## src/rtl/corr_readout_sched_if.sv

```systemverilog
// Host, shared-bus and report-stream signals of the correlator readout scheduler.
// The slave view belongs to the scheduler, the master view to its surroundings.
interface corr_readout_sched_if;
   logic [31:0] host_addr;
   logic [31:0] host_wdata;
   logic        host_write;
   logic        host_read;
   logic [31:0] host_rdata;
   logic        host_wait;
   logic [31:0] bus_addr;
   logic [31:0] bus_wdata;
   logic        bus_write;
   logic        bus_read;
   logic [31:0] bus_rdata;
   logic        rpt_valid;
   logic        rpt_ready;
   logic [4:0]  rpt_id;
   logic [31:0] rpt_cnt;
   logic [63:0] rpt_corr;
   logic [31:0] rpt_status;

   modport master (
      output host_addr, host_wdata, host_write, host_read,
      input  host_rdata, host_wait,
      input  bus_addr, bus_wdata, bus_write, bus_read,
      output bus_rdata,
      input  rpt_valid, rpt_id, rpt_cnt, rpt_corr, rpt_status,
      output rpt_ready
   );

   modport slave (
      input  host_addr, host_wdata, host_write, host_read,
      output host_rdata, host_wait,
      output bus_addr, bus_wdata, bus_write, bus_read,
      input  bus_rdata,
      output rpt_valid, rpt_id, rpt_cnt, rpt_corr, rpt_status,
      input  rpt_ready
   );
endinterface

```

## src/rtl/corr_readout_sched.sv

```systemverilog
// Round-robin readout of correlator result registers over a bus
// shared with a host, delivering one report per serviced channel.
module corr_readout_sched #(
   parameter int          N_CORR      = 32,
   parameter logic [31:0] CORR_BASE   = 32'hFE0007A0,
   parameter logic [31:0] CORR_STRIDE = 32'h10,
   parameter int          HOST_BURST  = 4
) (
   input  logic              clk,
   input  logic              rst,
   input  logic              sched_en,
   input  logic [N_CORR-1:0] seen,
   corr_readout_sched_if.slave io
);

   localparam int BW = $clog2(HOST_BURST + 1);

   typedef enum logic [2:0] {
      IDLE, RD_CNT, RD_LOW, RD_HIGH, RD_STAT, REPORT
   } state_t;

   state_t      state, state_nx;
   logic [4:0]  rr_last, sel, idx;
   logic        found;
   logic [BW-1:0] burst;
   logic        pending, host_req;
   logic        host_go, start, grant;
   logic [31:0] seen_w;
   logic [31:0] rd_off, rd_addr;
   logic [4:0]  id_q;
   logic [31:0] cnt_q, stat_q;
   logic [63:0] corr_q;

   assign seen_w   = 32'(seen);
   assign pending  = |seen;
   assign host_req = io.host_read | io.host_write;

   assign io.rpt_id     = id_q;
   assign io.rpt_cnt    = cnt_q;
   assign io.rpt_corr   = corr_q;
   assign io.rpt_status = stat_q;

   // Pick the first pending channel after the last serviced one, with wrap.
   always_comb begin
      found = 1'b0;
      sel   = rr_last;
      idx   = '0;
      for (int k = 1; k <= N_CORR; k++) begin
         idx = 5'((int'(rr_last) + k) % N_CORR);
         if (!found && seen_w[idx]) begin
            found = 1'b1;
            sel   = idx;
         end
      end
   end

   // Arbitrate IDLE: host wins until its burst allowance runs out.
   always_comb begin
      host_go = 1'b0;
      start   = 1'b0;
      if (state == IDLE) begin
         host_go = host_req &&
                   ((burst < BW'(HOST_BURST)) || !(sched_en && pending));
         start   = !host_go && sched_en && pending;
      end
   end

   // Register address of the current read step.
   always_comb begin
      rd_off = 32'h0;
      unique case (state)
         RD_LOW:  rd_off = 32'h4;
         RD_HIGH: rd_off = 32'h8;
         RD_STAT: rd_off = 32'hC;
         default: rd_off = 32'h0;
      endcase
      rd_addr = CORR_BASE + 32'(rr_last) * CORR_STRIDE + rd_off;
   end

   // Bus mux and host/report handshake outputs.
   always_comb begin
      grant         = 1'b0;
      io.bus_addr   = '0;
      io.bus_wdata  = '0;
      io.bus_write  = 1'b0;
      io.bus_read   = 1'b0;
      io.host_rdata = '0;
      io.host_wait  = 1'b0;
      io.rpt_valid  = 1'b0;
      if (!rst) begin
         unique case (state)
            IDLE: begin
               grant        = host_go;
               io.host_wait = host_req && !host_go;
            end
            RD_CNT, RD_LOW, RD_HIGH, RD_STAT: begin
               io.bus_read  = 1'b1;
               io.bus_addr  = rd_addr;
               io.host_wait = host_req;
            end
            REPORT: begin
               io.rpt_valid = 1'b1;
               grant        = host_req;
            end
            default: ;
         endcase
         if (grant) begin
            io.bus_addr   = io.host_addr;
            io.bus_wdata  = io.host_wdata;
            io.bus_write  = io.host_write;
            io.bus_read   = io.host_read;
            io.host_rdata = io.host_read ? io.bus_rdata : 32'h0;
         end
      end
   end

   // Read sequence progression.
   always_comb begin
      state_nx = state;
      unique case (state)
         IDLE:    if (start) state_nx = RD_CNT;
         RD_CNT:  state_nx = RD_LOW;
         RD_LOW:  state_nx = RD_HIGH;
         RD_HIGH: state_nx = RD_STAT;
         RD_STAT: state_nx = REPORT;
         REPORT:  if (io.rpt_ready) state_nx = IDLE;
         default: state_nx = IDLE;
      endcase
   end

   // State register.
   always_ff @(posedge clk or posedge rst) begin
      if (rst) state <= IDLE;
      else     state <= state_nx;
   end

   // Round-robin pointer, host burst counter and captured report fields.
   always_ff @(posedge clk or posedge rst) begin
      if (rst) begin
         rr_last <= 5'(N_CORR - 1);
         burst   <= '0;
         id_q    <= '0;
         cnt_q   <= '0;
         corr_q  <= '0;
         stat_q  <= '0;
      end else begin
         if (state == IDLE) begin
            if (!pending || start)
               burst <= '0;
            else if (host_go && burst < BW'(HOST_BURST))
               burst <= burst + 1'b1;
         end
         if (start) begin
            rr_last <= sel;
            id_q    <= sel;
         end
         unique case (state)
            RD_CNT:  cnt_q          <= io.bus_rdata;
            RD_LOW:  corr_q[31:0]   <= io.bus_rdata;
            RD_HIGH: corr_q[63:32]  <= io.bus_rdata;
            RD_STAT: stat_q         <= io.bus_rdata;
            default: ;
         endcase
      end
   end

endmodule

```

## src/flat_wrapper.sv

```systemverilog
// flat-port wrapper written by rule: the top's interface ports become plain ports
module corr_readout_sched_flat 
#(
   parameter int          N_CORR      = 32,
   parameter logic [31:0] CORR_BASE   = 32'hFE0007A0,
   parameter logic [31:0] CORR_STRIDE = 32'h10,
   parameter int          HOST_BURST  = 4
)
  (clk, rst, sched_en, seen, io_host_addr, io_host_wdata, io_host_write, io_host_read, io_host_rdata, io_host_wait, io_bus_addr, io_bus_wdata, io_bus_write, io_bus_read, io_bus_rdata, io_rpt_valid, io_rpt_id, io_rpt_cnt, io_rpt_corr, io_rpt_status, io_rpt_ready);
  corr_readout_sched_if io_i ();
  input  logic clk;
  input  logic rst;
  input  logic sched_en;
  input  logic [N_CORR-1:0] seen;
  input wire logic [$bits(io_i.host_addr)-1:0] io_host_addr;
  input wire logic [$bits(io_i.host_wdata)-1:0] io_host_wdata;
  input wire logic [$bits(io_i.host_write)-1:0] io_host_write;
  input wire logic [$bits(io_i.host_read)-1:0] io_host_read;
  output wire logic [$bits(io_i.host_rdata)-1:0] io_host_rdata;
  output wire logic [$bits(io_i.host_wait)-1:0] io_host_wait;
  output wire logic [$bits(io_i.bus_addr)-1:0] io_bus_addr;
  output wire logic [$bits(io_i.bus_wdata)-1:0] io_bus_wdata;
  output wire logic [$bits(io_i.bus_write)-1:0] io_bus_write;
  output wire logic [$bits(io_i.bus_read)-1:0] io_bus_read;
  input wire logic [$bits(io_i.bus_rdata)-1:0] io_bus_rdata;
  output wire logic [$bits(io_i.rpt_valid)-1:0] io_rpt_valid;
  output wire logic [$bits(io_i.rpt_id)-1:0] io_rpt_id;
  output wire logic [$bits(io_i.rpt_cnt)-1:0] io_rpt_cnt;
  output wire logic [$bits(io_i.rpt_corr)-1:0] io_rpt_corr;
  output wire logic [$bits(io_i.rpt_status)-1:0] io_rpt_status;
  input wire logic [$bits(io_i.rpt_ready)-1:0] io_rpt_ready;
  assign io_i.host_addr = io_host_addr;
  assign io_i.host_wdata = io_host_wdata;
  assign io_i.host_write = io_host_write;
  assign io_i.host_read = io_host_read;
  assign io_host_rdata = io_i.host_rdata;
  assign io_host_wait = io_i.host_wait;
  assign io_bus_addr = io_i.bus_addr;
  assign io_bus_wdata = io_i.bus_wdata;
  assign io_bus_write = io_i.bus_write;
  assign io_bus_read = io_i.bus_read;
  assign io_i.bus_rdata = io_bus_rdata;
  assign io_rpt_valid = io_i.rpt_valid;
  assign io_rpt_id = io_i.rpt_id;
  assign io_rpt_cnt = io_i.rpt_cnt;
  assign io_rpt_corr = io_i.rpt_corr;
  assign io_rpt_status = io_i.rpt_status;
  assign io_i.rpt_ready = io_rpt_ready;
  corr_readout_sched #(.N_CORR(N_CORR), .CORR_BASE(CORR_BASE), .CORR_STRIDE(CORR_STRIDE), .HOST_BURST(HOST_BURST)) u_core (.clk(clk), .rst(rst), .sched_en(sched_en), .seen(seen), .io(io_i));
endmodule
```

## config.mk

```make
export PLATFORM = sky130hd
export DESIGN_NAME = corr_readout_sched_flat
export DESIGN_NICKNAME = d
export VERILOG_FILES = /design/src/rtl/corr_readout_sched_if.sv /design/src/rtl/corr_readout_sched.sv /design/src/flat_wrapper.sv
export SDC_FILE = /design/constraint.sdc
export NUM_CORES = 1
export LEC_CHECK = 0
export CORE_MARGIN = 8
export CORE_UTILIZATION = 45
export CTS_CLUSTER_DIAMETER = 100
export DETAILED_ROUTE_END_ITERATION = 10
export PLACE_DENSITY = 0.76
export SLEW_MARGIN = 20
export SYNTH_ARGS = -nofsm -noshare
export SYNTH_HDL_FRONTEND = slang
export SYNTH_SLANG_ARGS = --single-unit
export TNS_END_PERCENT = 30
```

## constraint.sdc

```tcl
create_clock -name clk -period 7.6 [get_ports clk]
set_input_delay 0.76 -clock clk [delete_from_list [all_inputs] [get_ports clk]]
set_output_delay 0.76 -clock clk [all_outputs]
set_load 0.02 [all_outputs]
```

==> reports/metrics.cfg, run 1 <==
[outcome]
status = complete, no violations

[floorplanning]
die_w_um = 188.0
core_area_um2 = 29400
die_h_um = 188.0
die_area_um2 = 35350
io_pins = 367
rows = 63
start_util_pct = 45.29

[cells_and_area]
final-seq-area_um2 = 3613
drive_gt1_share_pct = 21.36
finalNetCount = 1808
fin_util_pct = 61.02
fillers = 2436
syn_to_final_growth_pct = 34.72
multi_input_area_um2 = 9196

[placed_design]
numPortBuffers = 366
dpl.hpwl_um = 47350
dp_slack_ps = 1226
gp_congestion = 1.078

[timing]
setup_violations = 0
fin_crit_ps = 6558
fmax_ghz = 0.1525
max-slew-margin-rel_pct = 20.20
hold_viol_final = 0
fin_hold_ws_ps = 501.2
worstMarginPinSlew_ps = 1188
final.setup.tns_ps = 0
worst_slack_ps = 1042
clock-skew-final_ps = 16.01
period_share_pct = 86.29
rsz0062_at_grt = false
slew_viol_final = 0

[cts]
cts-root-buf = clkbuf_16
clk_latency_ps = 420
clockBufferDepth = 2
ctsHoldBuffers = 0
post_cts_resized = 0
post-cts-setup-buffer-count = 0
clkSinkCount = 144
path_clk_slew_ps = 60
cts_tree = built
numCtsBuffers = 17
htreeDepth = 4

[synthesis]
synth_top_area_share_pct = 26.12
syn_inst = 1335
syn_avg_cell_area_um2 = 9.975
ys_dominant_reg_cell = dfrtp_1
synth_top_area_cell = dfrtp_1
synthXorXnorAreaFrac_pct = 1.917
synthTopCellsByArea = dfrtp_1, mux2_2, mux4_2
syn-num-nets = 1485
synth_warnings = 0
syn_area_um2 = 13320
ys_async_sr_fraction_pct = 100.0
synth_compound_gate_area_share_pct = 12.96
synth_edf_count = 0
synth_commonest_cells = mux2_2, dfrtp_1, and3_1
synth.area.mux_share_pct = 35.21
synth_top_family_by_area = multiplexers
yosys.area_share.adder_pct = 1.503
ys_ff_latch = 144
ys_types = 86
synth-seq-area-share_pct = 27.11
synth.most_common_cell = mux2_2
synth-simple-area-share_pct = 17.17

[detailed_routing]
drcViolationCount = 0
num_vias = 13450
drtAntennaViolNets = 0
wl_per_cell_um = 29.70
dr.first_iter.drc_count = 1804
dr.pass1.iters = 6
viasPerCell = 6.518
routed_wl_um = 61270

[global_route]
grt_pass1_wl_um = 91620
grt_pass1_vias = 13610
grt-ovfl-total = 0
antenna_found_initial = 2
grt_max_degree = 99
grt_use_total_pct = 33.84

[setup_path]
critical_path.endpoint_type = flip-flop
start_kind = flip-flop
path_class = reg2reg
crit_start = u_core.rr_last[3]$_DFFE_PP1P_
worstPathArrival_ps = 6850
worst-path-max-fanout = 25
r2r_slack_ps = 1040
ff2ff_path_depth = 15
r2r_start = u_core.rr_last[3]$_DFFE_PP1P_
cp.required_ps = 7890
r2r-end = u_core.io.rpt_id[4]$_DFFE_PP0P_
cp-endpoint = u_core.io.rpt_id[4]$_DFFE_PP0P_

[hold_path]
holdCritPathClass = reg2reg

[flow_run]
max_cap_violations = 0

[how the worst min path moves through the flow]
stage	start	endpoint	depth (start not counted)
after floorplan	u_core.burst[0]$_DFFE_PP0P_	u_core.burst[0]$_DFFE_PP0P_	1
after global placement	u_core.burst[1]$_DFFE_PP0P_	u_core.burst[1]$_DFFE_PP0P_	1
after detailed placement	u_core.burst[0]$_DFFE_PP0P_	u_core.burst[0]$_DFFE_PP0P_	1
after CTS	u_core.burst[0]$_DFFE_PP0P_	u_core.burst[0]$_DFFE_PP0P_	1
after global routing	u_core.io.rpt_corr[35]$_DFFE_PP0P_	u_core.io.rpt_corr[35]$_DFFE_PP0P_	1
final	u_core.burst[0]$_DFFE_PP0P_	u_core.burst[0]$_DFFE_PP0P_	1
[kinds of logic after synthesis]
logic type               Yosys count
adder cells (fa/ha/maj)           16
AND/OR/NAND/NOR                  429
AO/OA/AOI/OAI                    260
buffers and inverters            127
XOR/XNOR                          27
flip-flops                       144
multiplexers                     332
[state kept, by name (all words and copies together) (netlist names)]
name	count
u_core.io.rpt_status	32
u_core.io.rpt_corr	64
u_core.io.rpt_id	5
u_core.state	3
u_core.rr_last	5
u_core.io.rpt_cnt	32
u_core.burst	3
[per-layer routing]
layer | share of wire [%] | track usage (%)
met1 | 39 | 43.46
met2 | 47 | 53.49
met3 | 10 | 8.915
met4 | 4.4 | 13.76
met5 | 0 | 0
[metrics by stage]
stage / instance area, um^2 / instances
finish: 17940 / 2063
global route: 17940 / 2063
CTS: 17930 / 2061
detailed placement: 17360 / 2029
global placement: 17330 / 2028
floorplan: 13320 / 1335
[worst max-delay path, stage by stage (launching register included)]
cell and delay (ps):
dfstp_2 930, clkinv_1 210, ha_1 890, buf_4 320
mux4_2 350, mux4_2 510, mux2i_2 510, nand3b_4 130
or4_4 510, nor2_4 160, and3_1 700, nand2_2 200
nor3_1 380, a2111oi_0 150, a2111oi_0 380, nand2_1 90
[layout make-up]
cell class	count	area share (%)
Sequential cell	144	20.14
Tap cell	390	2.720
Clock buffer	20	2.546
Clock inverter	12	0.6695
Multi-Input combinational cell	1064	51.26
Timing Repair Buffer	400	21.96
Antenna cell	2	0.02790
Inverter	31	0.6765
[layout by cell type (no fill, tap or decap), types with 5 or more instances in the layout]
master	count
clkdlybuf4s50_1	366
mux2_2	170
dfrtp_1	139
and3_1	88
nor2_1	84
nand2_1	83
mux4_2	83
mux2i_1	67
a21oi_1	60
o21ai_0	58
nor3_1	33
buf_4	33
nand3_1	30
inv_1	26
nor4_1	26
xnor2_1	22
o211ai_1	18
nand4_1	18
clkbuf_16	17
ha_1	16
o22ai_1	15
a31oi_1	14
nor2b_1	12
nand2b_1	9
and2_1	9
a211oi_1	8
inv_6	8
mux4_1	6
a221oi_1	6
o221ai_1	6
nand3b_1	5
or2_2	5
a2111oi_0	5
o31ai_1	5
Power of run 1 is left out: the tool's default activity adds up to more than one toggle a clock period on the data nets, which glitch-free logic cannot reach.
==> run 2, diff against run 1 <==
--- a/config.mk
+++ b/config.mk
@@ -5,6 +5,7 @@
 export SDC_FILE = /design/constraint.sdc
 export NUM_CORES = 1
 export LEC_CHECK = 0
+export ABC_CLOCK_PERIOD_IN_PS = 7600
 export CORE_MARGIN = 8
 export CORE_UTILIZATION = 45
 export CTS_CLUSTER_DIAMETER = 100
==> results of run 2 <==
No change in the layout: final DEF, timing and power equal those of run 1.
Power of run 2 is left out for the same reason.
